File: src/rtl/mem_access_ctrl.sv
// rtl/mem_access_ctrl.sv - MEM-stage load/store unit and data-bus master
//
// Accepts a load/store alongside the EX->MEM capture, runs one req/ack
// transaction on the data bus and returns aligned, extended load data or an
// exception code to writeback.
//
// Ports:
//   clk_i, rst_i         clock, asynchronous active-high reset
//   cpu_en_i             global enable; low freezes state (pulses still clear)
//   ex_en_i, ex_mem_op_i EX-stage valid and memory op (0 NONE, 1..8 LB..SW)
//   ex_addr_i, ex_wdata_i effective address and store data
//   mem_flush_i          discard the in-flight request
//   bus_req_o .. bus_wdata_o  registered data-bus request fields
//   bus_rdata_i, bus_ack_i    bus read data and single-cycle completion
//   mem_stall_o          freeze the EX->MEM register while waiting
//   ld_valid_o, ld_data_o     one-cycle load result
//   exp_code_o           one-cycle exception code (0 = none)
//   busy_o               transaction outstanding
module mem_access_ctrl #(
  parameter int ADDR_W  = 32,
  parameter int EXP_W   = 4,
  parameter int TIMEOUT = 16
) (
  input  logic              clk_i,
  input  logic              rst_i,
  input  logic              cpu_en_i,
  input  logic              ex_en_i,
  input  logic [3:0]        ex_mem_op_i,
  input  logic [ADDR_W-1:0] ex_addr_i,
  input  logic [31:0]       ex_wdata_i,
  input  logic              mem_flush_i,
  output logic              bus_req_o,
  output logic              bus_we_o,
  output logic [ADDR_W-1:0] bus_addr_o,
  output logic [3:0]        bus_be_o,
  output logic [31:0]       bus_wdata_o,
  input  logic [31:0]       bus_rdata_i,
  input  logic              bus_ack_i,
  output logic              mem_stall_o,
  output logic              ld_valid_o,
  output logic [31:0]       ld_data_o,
  output logic [EXP_W-1:0]  exp_code_o,
  output logic              busy_o
);

  localparam logic [3:0] OP_LB = 4'd1, OP_LH = 4'd2, OP_LW = 4'd3, OP_LBU = 4'd4,
                         OP_LHU = 4'd5, OP_SB = 4'd6, OP_SH = 4'd7, OP_SW = 4'd8;
  localparam int TMO_W = $clog2(TIMEOUT);
  localparam logic [TMO_W-1:0] TMO_LAST = TMO_W'(TIMEOUT - 1);
  localparam logic [EXP_W-1:0] EXC_LD_MIS = EXP_W'(4), EXC_LD_FLT = EXP_W'(5),
                               EXC_ST_MIS = EXP_W'(6), EXC_ST_FLT = EXP_W'(7);

  typedef enum logic {IDLE = 1'b0, BUS = 1'b1} state_e;

  state_e             state_q, state_d;
  logic               discard_q, discard_d;
  logic [TMO_W-1:0]   tmo_cnt_q, tmo_cnt_d;
  logic [3:0]         op_q, op_d;
  logic [ADDR_W-1:0]  addr_q, addr_d;
  logic               req_q, req_d;
  logic               we_q, we_d;
  logic [3:0]         be_q, be_d;
  logic [31:0]        wdata_q, wdata_d;
  logic               ld_valid_q, ld_valid_d;
  logic [31:0]        ld_data_q, ld_data_d;
  logic [EXP_W-1:0]   exp_q, exp_d;

  // Request decode on the incoming EX-stage op
  logic        new_load, new_store, misaligned;
  logic [3:0]  new_be;
  logic [31:0] new_wdata;

  assign new_load  = (ex_mem_op_i >= OP_LB) && (ex_mem_op_i <= OP_LHU);
  assign new_store = (ex_mem_op_i >= OP_SB) && (ex_mem_op_i <= OP_SW);

  always_comb begin
    misaligned = 1'b0;
    new_be     = 4'b1111;
    new_wdata  = ex_wdata_i;
    case (ex_mem_op_i)
      OP_LH, OP_LHU: misaligned = ex_addr_i[0];
      OP_LW:         misaligned = |ex_addr_i[1:0];
      OP_SB: begin
        new_be    = 4'b0001 << ex_addr_i[1:0];
        new_wdata = {4{ex_wdata_i[7:0]}};
      end
      OP_SH: begin
        misaligned = ex_addr_i[0];
        new_be     = 4'b0011 << {ex_addr_i[1], 1'b0};
        new_wdata  = {2{ex_wdata_i[15:0]}};
      end
      OP_SW:         misaligned = |ex_addr_i[1:0];
      default: ;
    endcase
  end

  // Load data alignment/extension from the captured op and byte offset
  logic        cur_load;
  logic [31:0] rd_shift, rd_ext;

  assign cur_load = (op_q >= OP_LB) && (op_q <= OP_LHU);
  assign rd_shift = bus_rdata_i >> {addr_q[1:0], 3'b000};

  always_comb begin
    rd_ext = rd_shift;
    case (op_q)
      OP_LB:   rd_ext = {{24{rd_shift[7]}}, rd_shift[7:0]};
      OP_LH:   rd_ext = {{16{rd_shift[15]}}, rd_shift[15:0]};
      OP_LBU:  rd_ext = {24'd0, rd_shift[7:0]};
      OP_LHU:  rd_ext = {16'd0, rd_shift[15:0]};
      default: rd_ext = rd_shift;
    endcase
  end

  // A flush arriving in the completion cycle still suppresses the result
  logic drop;
  assign drop = discard_q | mem_flush_i;

  always_comb begin
    state_d    = state_q;
    discard_d  = discard_q;
    tmo_cnt_d  = tmo_cnt_q;
    op_d       = op_q;
    addr_d     = addr_q;
    req_d      = req_q;
    we_d       = we_q;
    be_d       = be_q;
    wdata_d    = wdata_q;
    ld_valid_d = 1'b0;
    ld_data_d  = ld_data_q;
    exp_d      = '0;
    case (state_q)
      IDLE: begin
        if (cpu_en_i && ex_en_i && (new_load || new_store) && !mem_flush_i) begin
          if (misaligned) begin
            exp_d = new_load ? EXC_LD_MIS : EXC_ST_MIS;
          end else begin
            state_d   = BUS;
            discard_d = 1'b0;
            tmo_cnt_d = '0;
            op_d      = ex_mem_op_i;
            addr_d    = ex_addr_i;
            req_d     = 1'b1;
            we_d      = new_store;
            be_d      = new_be;
            wdata_d   = new_wdata;
          end
        end
      end
      BUS: begin
        // Ack is consumed even with cpu_en low, and beats a same-cycle timeout
        if (bus_ack_i) begin
          state_d   = IDLE;
          req_d     = 1'b0;
          discard_d = 1'b0;
          tmo_cnt_d = '0;
          if (cur_load && !drop) begin
            ld_valid_d = 1'b1;
            ld_data_d  = rd_ext;
          end
        end else if (cpu_en_i) begin
          if (mem_flush_i) discard_d = 1'b1;
          if (tmo_cnt_q == TMO_LAST) begin
            state_d   = IDLE;
            req_d     = 1'b0;
            discard_d = 1'b0;
            tmo_cnt_d = '0;
            if (!drop) exp_d = cur_load ? EXC_LD_FLT : EXC_ST_FLT;
          end else begin
            tmo_cnt_d = tmo_cnt_q + 1'b1;
          end
        end
      end
      default: state_d = IDLE;
    endcase
  end

  always_ff @(posedge clk_i or posedge rst_i) begin
    if (rst_i) begin
      state_q    <= IDLE;
      discard_q  <= 1'b0;
      tmo_cnt_q  <= '0;
      op_q       <= '0;
      addr_q     <= '0;
      req_q      <= 1'b0;
      we_q       <= 1'b0;
      be_q       <= '0;
      wdata_q    <= '0;
      ld_valid_q <= 1'b0;
      ld_data_q  <= '0;
      exp_q      <= '0;
    end else begin
      state_q    <= state_d;
      discard_q  <= discard_d;
      tmo_cnt_q  <= tmo_cnt_d;
      op_q       <= op_d;
      addr_q     <= addr_d;
      req_q      <= req_d;
      we_q       <= we_d;
      be_q       <= be_d;
      wdata_q    <= wdata_d;
      ld_valid_q <= ld_valid_d;
      ld_data_q  <= ld_data_d;
      exp_q      <= exp_d;
    end
  end

  assign bus_req_o   = req_q;
  assign bus_we_o    = we_q;
  assign bus_addr_o  = {addr_q[ADDR_W-1:2], 2'b00};
  assign bus_be_o    = be_q;
  assign bus_wdata_o = wdata_q;
  // Combinational so the pipeline register advances in the completion cycle
  assign mem_stall_o = (state_q == BUS) && !bus_ack_i && (tmo_cnt_q != TMO_LAST);
  assign ld_valid_o  = ld_valid_q;
  assign ld_data_o   = ld_data_q;
  assign exp_code_o  = exp_q;
  assign busy_o      = (state_q != IDLE);

endmodule

File: config.mk
export PLATFORM = sky130hd
export DESIGN_NAME = mem_access_ctrl
export DESIGN_NICKNAME = d
export VERILOG_FILES = /design/src/rtl/mem_access_ctrl.sv
export SDC_FILE = /design/constraint.sdc
export NUM_CORES = 1
export LEC_CHECK = 0
export CAP_MARGIN = 15
export CORE_ASPECT_RATIO = 1.5
export CORE_MARGIN = 2
export CORE_UTILIZATION = 30
export CTS_BUF_LIST = sky130_fd_sc_hd__clkbuf_8
export CTS_CLUSTER_DIAMETER = 80
export DETAILED_ROUTE_END_ITERATION = 10
export GPL_TIMING_DRIVEN = 0
export SYNTH_ARGS = -nofsm -noshare
export SYNTH_HDL_FRONTEND = slang
export SYNTH_SLANG_ARGS = --single-unit
File: constraint.sdc
create_clock -name clk_i -period 12.54 [get_ports clk_i]
set_clock_uncertainty 0.1 [all_clocks]
set_input_delay 3.762 -clock clk_i [delete_from_list [all_inputs] [get_ports clk_i]]
set_output_delay 3.762 -clock clk_i [all_outputs]
set_load 0.01 [all_outputs]
==> Yosys cells after proc, flatten, opt, wreduce, memory -nomap -nowiden <==
Index checks and enable logic that the tools add are counted.
{ "totals": {"ff_bits": 117, "elab_cells": 104} }
{ "classes": {"mux": 41, "n_shift": 3, "n_bitwise": 3, "addsub": 1, "magnitude_cmp": 6, "n_eq_ne": 17, "reduce_logical": 21} }
{ "ops": {"columns": ["operator", "count"], "rows": [
  ["case mux 32 bit (4 select lines)", 1],
  ["case mux 32 bit (2 select lines)", 1],
  [">> shifter 32 x 5 -> 32 bit", 1],
  ["case mux 4 bit (2 select lines)", 3],
  ["== test 4 x 3 -> 1 bit (second input constant)", 5],
  ["two-way mux 4 bit", 5],
  ["two-way mux 1 bit", 19],
  ["two-way mux 3 bit", 6],
  ["== test 4 x 2 -> 1 bit (second input constant)", 3],
  ["logical AND 1 bit", 9],
  ["AND reduction 3 bit", 3],
  ["== test 4 bit (second input constant)", 2],
  [">= comparator 4 x 1 -> 1 bit (second input constant)", 2],
  ["less-or-equal comparator 4 x 3 -> 1 bit (second input constant)", 2],
  ["case mux 1 bit (2 select lines)", 4],
  ["AND reduction 4 bit", 2],
  ["adder 4 x 1 -> 4 bit (second input constant)", 1],
  ["== test 4 x 1 -> 1 bit (second input constant)", 1],
  [">= comparator 4 x 3 -> 1 bit (second input constant)", 1],
  ["less-or-equal comparator 4 bit (second input constant)", 1],
  ["two-way mux 2 bit", 2],
  ["inequality test 2 bit (second input constant)", 2],
  ["inequality test 4 x 3 -> 1 bit (second input constant)", 1],
  ["inequality test 4 bit (second input constant)", 1],
  ["10 further kinds", 14]
]} }

==> Longest topological paths before layout <==
{ "depth": {"word_depth": 8, "depth_mapped": 7, "ltp_nobuf": 5} }

==> Least setup slack after synthesis <==
OpenSTA, ideal clock, no wires.
{ "synth_path": {"path_kind": "input-to-output", "start": "input bus_ack_i", "end": "output mem_stall_o", "stages": 2, "required_ns": 8.678, "arrival_ns": 4.114, "path_slack_ns": 4.564, "cell_sequence": "nand2b_1 > nor2_1"} }
{ "synth_via": {"elab_chain_cells": 3} }
{ "synth_rtl": {"columns": ["element", "line", "rtl"], "rows": [
  ["from (decl)", "38", "input logic bus_ack_i,"],
  ["zero test 1 bit", "214", "assign mem_stall_o = (state_q == BUS) && !bus_ack_i && (tmo_cnt_q != TMO_LAST);"],
  ["logical AND 1 bit (2 in a row)", "214", null],
  ["to (decl)", "39", "output logic mem_stall_o,"]
]} }
Every way passes these cells.

==> Worst setup path in the final report <==
Same ends and word-level chain as after synthesis.

==> flow_summary.ini <==
[timing]
setup-violations-final = 0
period_needed_ps = 9160
tns_ps = 0
whs_ps = 390
finalCritPeriodShare = 0.730
fmax_mhz = 109
rsz0062_at_grt = false
slew_viol_final = 0
hold_violations = 0
slew_headroom = 0.440
tightestPinTransition_ps = 837

[flow_run]
cap_violations = 0

[route]
wirelength_um = 17600
drtIter0Drc = 197
drc = 0
wl_per_cell_um = 17.5
ant_nets = 0
dr.pass1.iters = 4
vias = 4707
vias_per_cell = 4.68

[logic_synthesis]
synth_seq_cells = 116
yosys_warnings = 0
avgSynthCellArea_sq_um = 12.2
synth-seq-area-share = 0.474
async_flop_share = 1.00
synth_edf_count = 0
ys_types = 53
synth.cell_area_sq_mm = 0.00612
ys.flop_type = dfrtp_1
synthCells = 501

[pwr]
p_int_w = 0.00106
p_sw_w = 0.000467
leakage_nw = 3.93
sw_frac_of_total = 0.307
clkPwrFrac = 0.216
combinationalPowerShare = 0.418
pwr-share-seq = 0.366
irDropWorstVdd_mv = 0.0726
power_per_cell_area_mw_per_mm2 = 170

[floorplan]
coreArea_sq_mm = 0.0202
dieArea_sq_mm = 0.0216
initial_core_util = 0.303
num_rows = 64
ios = 215
die_w_um = 121
die_h_um = 179

[clock_network]
cts_buffer_depth = 2
insertion_delay_ps = 440
cts_setup_buffers = 0
clock_sinks = 116
tritoncts = yes
clk_pin_slew_ps = 70
cts_inserted_buffers = 17
htreeDepth = 4
cts-resized-gates = 0
cts_hold_buffers = 0
root_buffer = clkbuf_8

[global_routing]
grt_max_degree = 67
grt_use_total = 0.166
grt_pass1_vias = 5081
overflow = 0
grt_pass1_wl_um = 27600
antenna_found_initial = 0

[critical_path]
startpoint = bus_ack_i
required_ps = 8680
endpoint_kind = primary output
start_kind = primary input
worstPathMaxFanout = 7
crit_type = in -> out
worstReg2RegStart = busy_o
crit_arrival_ps = 5300

[worst_hold_path]
min_from = ld_data_o[5]
hold_class = reg -> reg

[final_layout]
fill_cells = 1946
n_antenna_cell = 0
drive_gt1_frac = 0.230
fin_nets = 839
syn_to_final_growth_pct = 46.1

[place]
port_buffers = 208
gp_congestion = 0.820
place_hpwl_um = 13000

[status]
status = finished clean
-- power by group through the flow --
stage          Clock, W  Sequential (W)  Combinational [W]
2_1_floorplan         0        0.000583           0.000298
3_3_place_gp          0        0.000558           0.000629
3_5_place_dp          0        0.000560           0.000640
4_1_cts        0.000340        0.000558           0.000643
5_1_grt        0.000359        0.000572           0.000684
6_report       0.000329        0.000557           0.000637
-- path summary, 6_finish.rpt --
check / end / slack, ps / cells past startpoint
min in group asynchronous: addr_q[31] / 3640 / 2
min reg2reg: ld_data_o[5] / 390 / 1
max: mem_stall_o / 3380 / 4
min: ld_data_o[5] / 390 / 1
max reg2reg: ld_data_o[0] / 10260 / 6
max in group asynchronous: addr_q[7] / 8010 / 3
-- metal layers --
layer,part of all wire,track usage,vias to the layer above
met4,0.016,0.0591,0
met5,0,0,-
met3,0.066,0.0557,23
met2,0.54,0.297,159
li1,-,-,2196
met1,0.38,0.182,2329
-- cells by family after synthesis --
| group | share of synthesized area |
|---|---|
| buf+inv | 0.0800 |
| simple gates | 0.0818 |
| compound gates | 0.0959 |
| mux | 0.264 |
| fa+ha+maj | 0.00204 |
| flops | 0.474 |
| xor+xnor | 0.00143 |
| other cells | 0.000613 |
-- sequential cells by signal (all words and copies together) (netlist names) --
name	count
busy_o	1
ld_valid_o	1
bus_be_o	4
ld_data_o	32
op_q	4
bus_wdata_o	32
discard_q	1
bus_req_o	1
bus_we_o	1
exp_code_o	3
addr_q	32
tmo_cnt_q	4
-- placed cells by master (no fill, tap or decap), types with 2 or more instances in the layout --
cell | Yosys | routed
nor2_1 | 35 | 35
buf_1 | 3 | 3
buf_6 | 9 | 9
clkinv_2 | 0 | 4
nand2b_1 | 2 | 2
nand3_1 | 4 | 4
and3_1 | 3 | 3
buf_4 | 34 | 34
mux2_4 | 70 | 70
o21a_1 | 3 | 3
nor2b_1 | 10 | 10
nand4b_1 | 2 | 2
o32ai_2 | 2 | 2
clkdlybuf4s50_1 | 0 | 208
and2_1 | 2 | 2
mux2_2 | 8 | 8
mux2i_1 | 27 | 27
nand2_1 | 29 | 29
o22a_1 | 8 | 8
o21ai_0 | 16 | 16
a211oi_1 | 8 | 8
mux2_1 | 16 | 16
nor3_1 | 2 | 2
o2bb2ai_1 | 8 | 8
nand3b_1 | 2 | 2
inv_1 | 10 | 11
clkbuf_1 | 7 | 7
dfrtp_1 | 116 | 116
or3_1 | 2 | 2
conb_1 | 1 | 3
o31a_1 | 2 | 2
a21oi_1 | 28 | 28
clkbuf_8 | 0 | 22
buf_2 | 10 | 11
-- synthesized netlist by cell type, types with 2 or more instances --
cell       instances  area, sq um
a211oi_1           8         60.1
a21oi_1           28          140
and2_1             2         12.5
and3_1             3         18.8
buf_1              3         11.3
buf_2             10         50.1
buf_4             34          255
buf_6              9          101
clkbuf_1           7         26.3
dfrtp_1          116         2900
inv_1             10         37.5
mux2_1            16          180
mux2_2             8         90.1
mux2_4            70         1050
mux2i_1           27          270
nand2_1           29          109
nand2b_1           2         12.5
nand3_1            4         20.0
nand3b_1           2         15.0
nand4b_1           2         17.5
nor2_1            35          131
nor2b_1           10         62.6
nor3_1             2         10.0
o21a_1             3         22.5
o21ai_0           16         80.1
o22a_1             8         70.1
o2bb2ai_1          8         70.1
o31a_1             2         17.5
o32ai_2            2         32.5
or3_1              2         12.5
-- per-stage QoR --
| stage | std cells | cell area (sq um) | power [W] | setup WS [ps] | util |
|---|---|---|---|---|---|
| global placement | 975 | 8540 | 0.00119 | 3370 | 0.423 |
| detailed placement | 976 | 8570 | 0.00120 | 3360 | 0.425 |
| finish | 1006 | 8940 | 0.00152 | 3380 | 0.443 |
| floorplan | 503 | 6130 | 0.000881 | 4560 | - |
| global route | 1006 | 8940 | 0.00161 | 3310 | 0.443 |
| CTS | 1005 | 8930 | 0.00154 | 3350 | 0.443 |
-- layout make-up --
cell class / instances / area [sq um] / share of cell area
Timing Repair Buffer: 210 / 2110 / 0.237
Inverter: 12 / 50.0 / 0.00560
Clock inverter: 7 / 57.6 / 0.00644
Clock buffer: 22 / 303 / 0.0339
Multi-Input combinational cell: 312 / 2730 / 0.306
Tap cell: 264 / 330 / 0.0370
Sequential cell: 116 / 2900 / 0.325
Buffer: 63 / 444 / 0.0497
-- critical path: stages --
cell             delay (ps)
clkdlybuf4s50_1         540
nand2b_1                220
nor2_1                  200
clkdlybuf4s50_1         580
No activity file was read; power rests on OpenSTA's default activity.
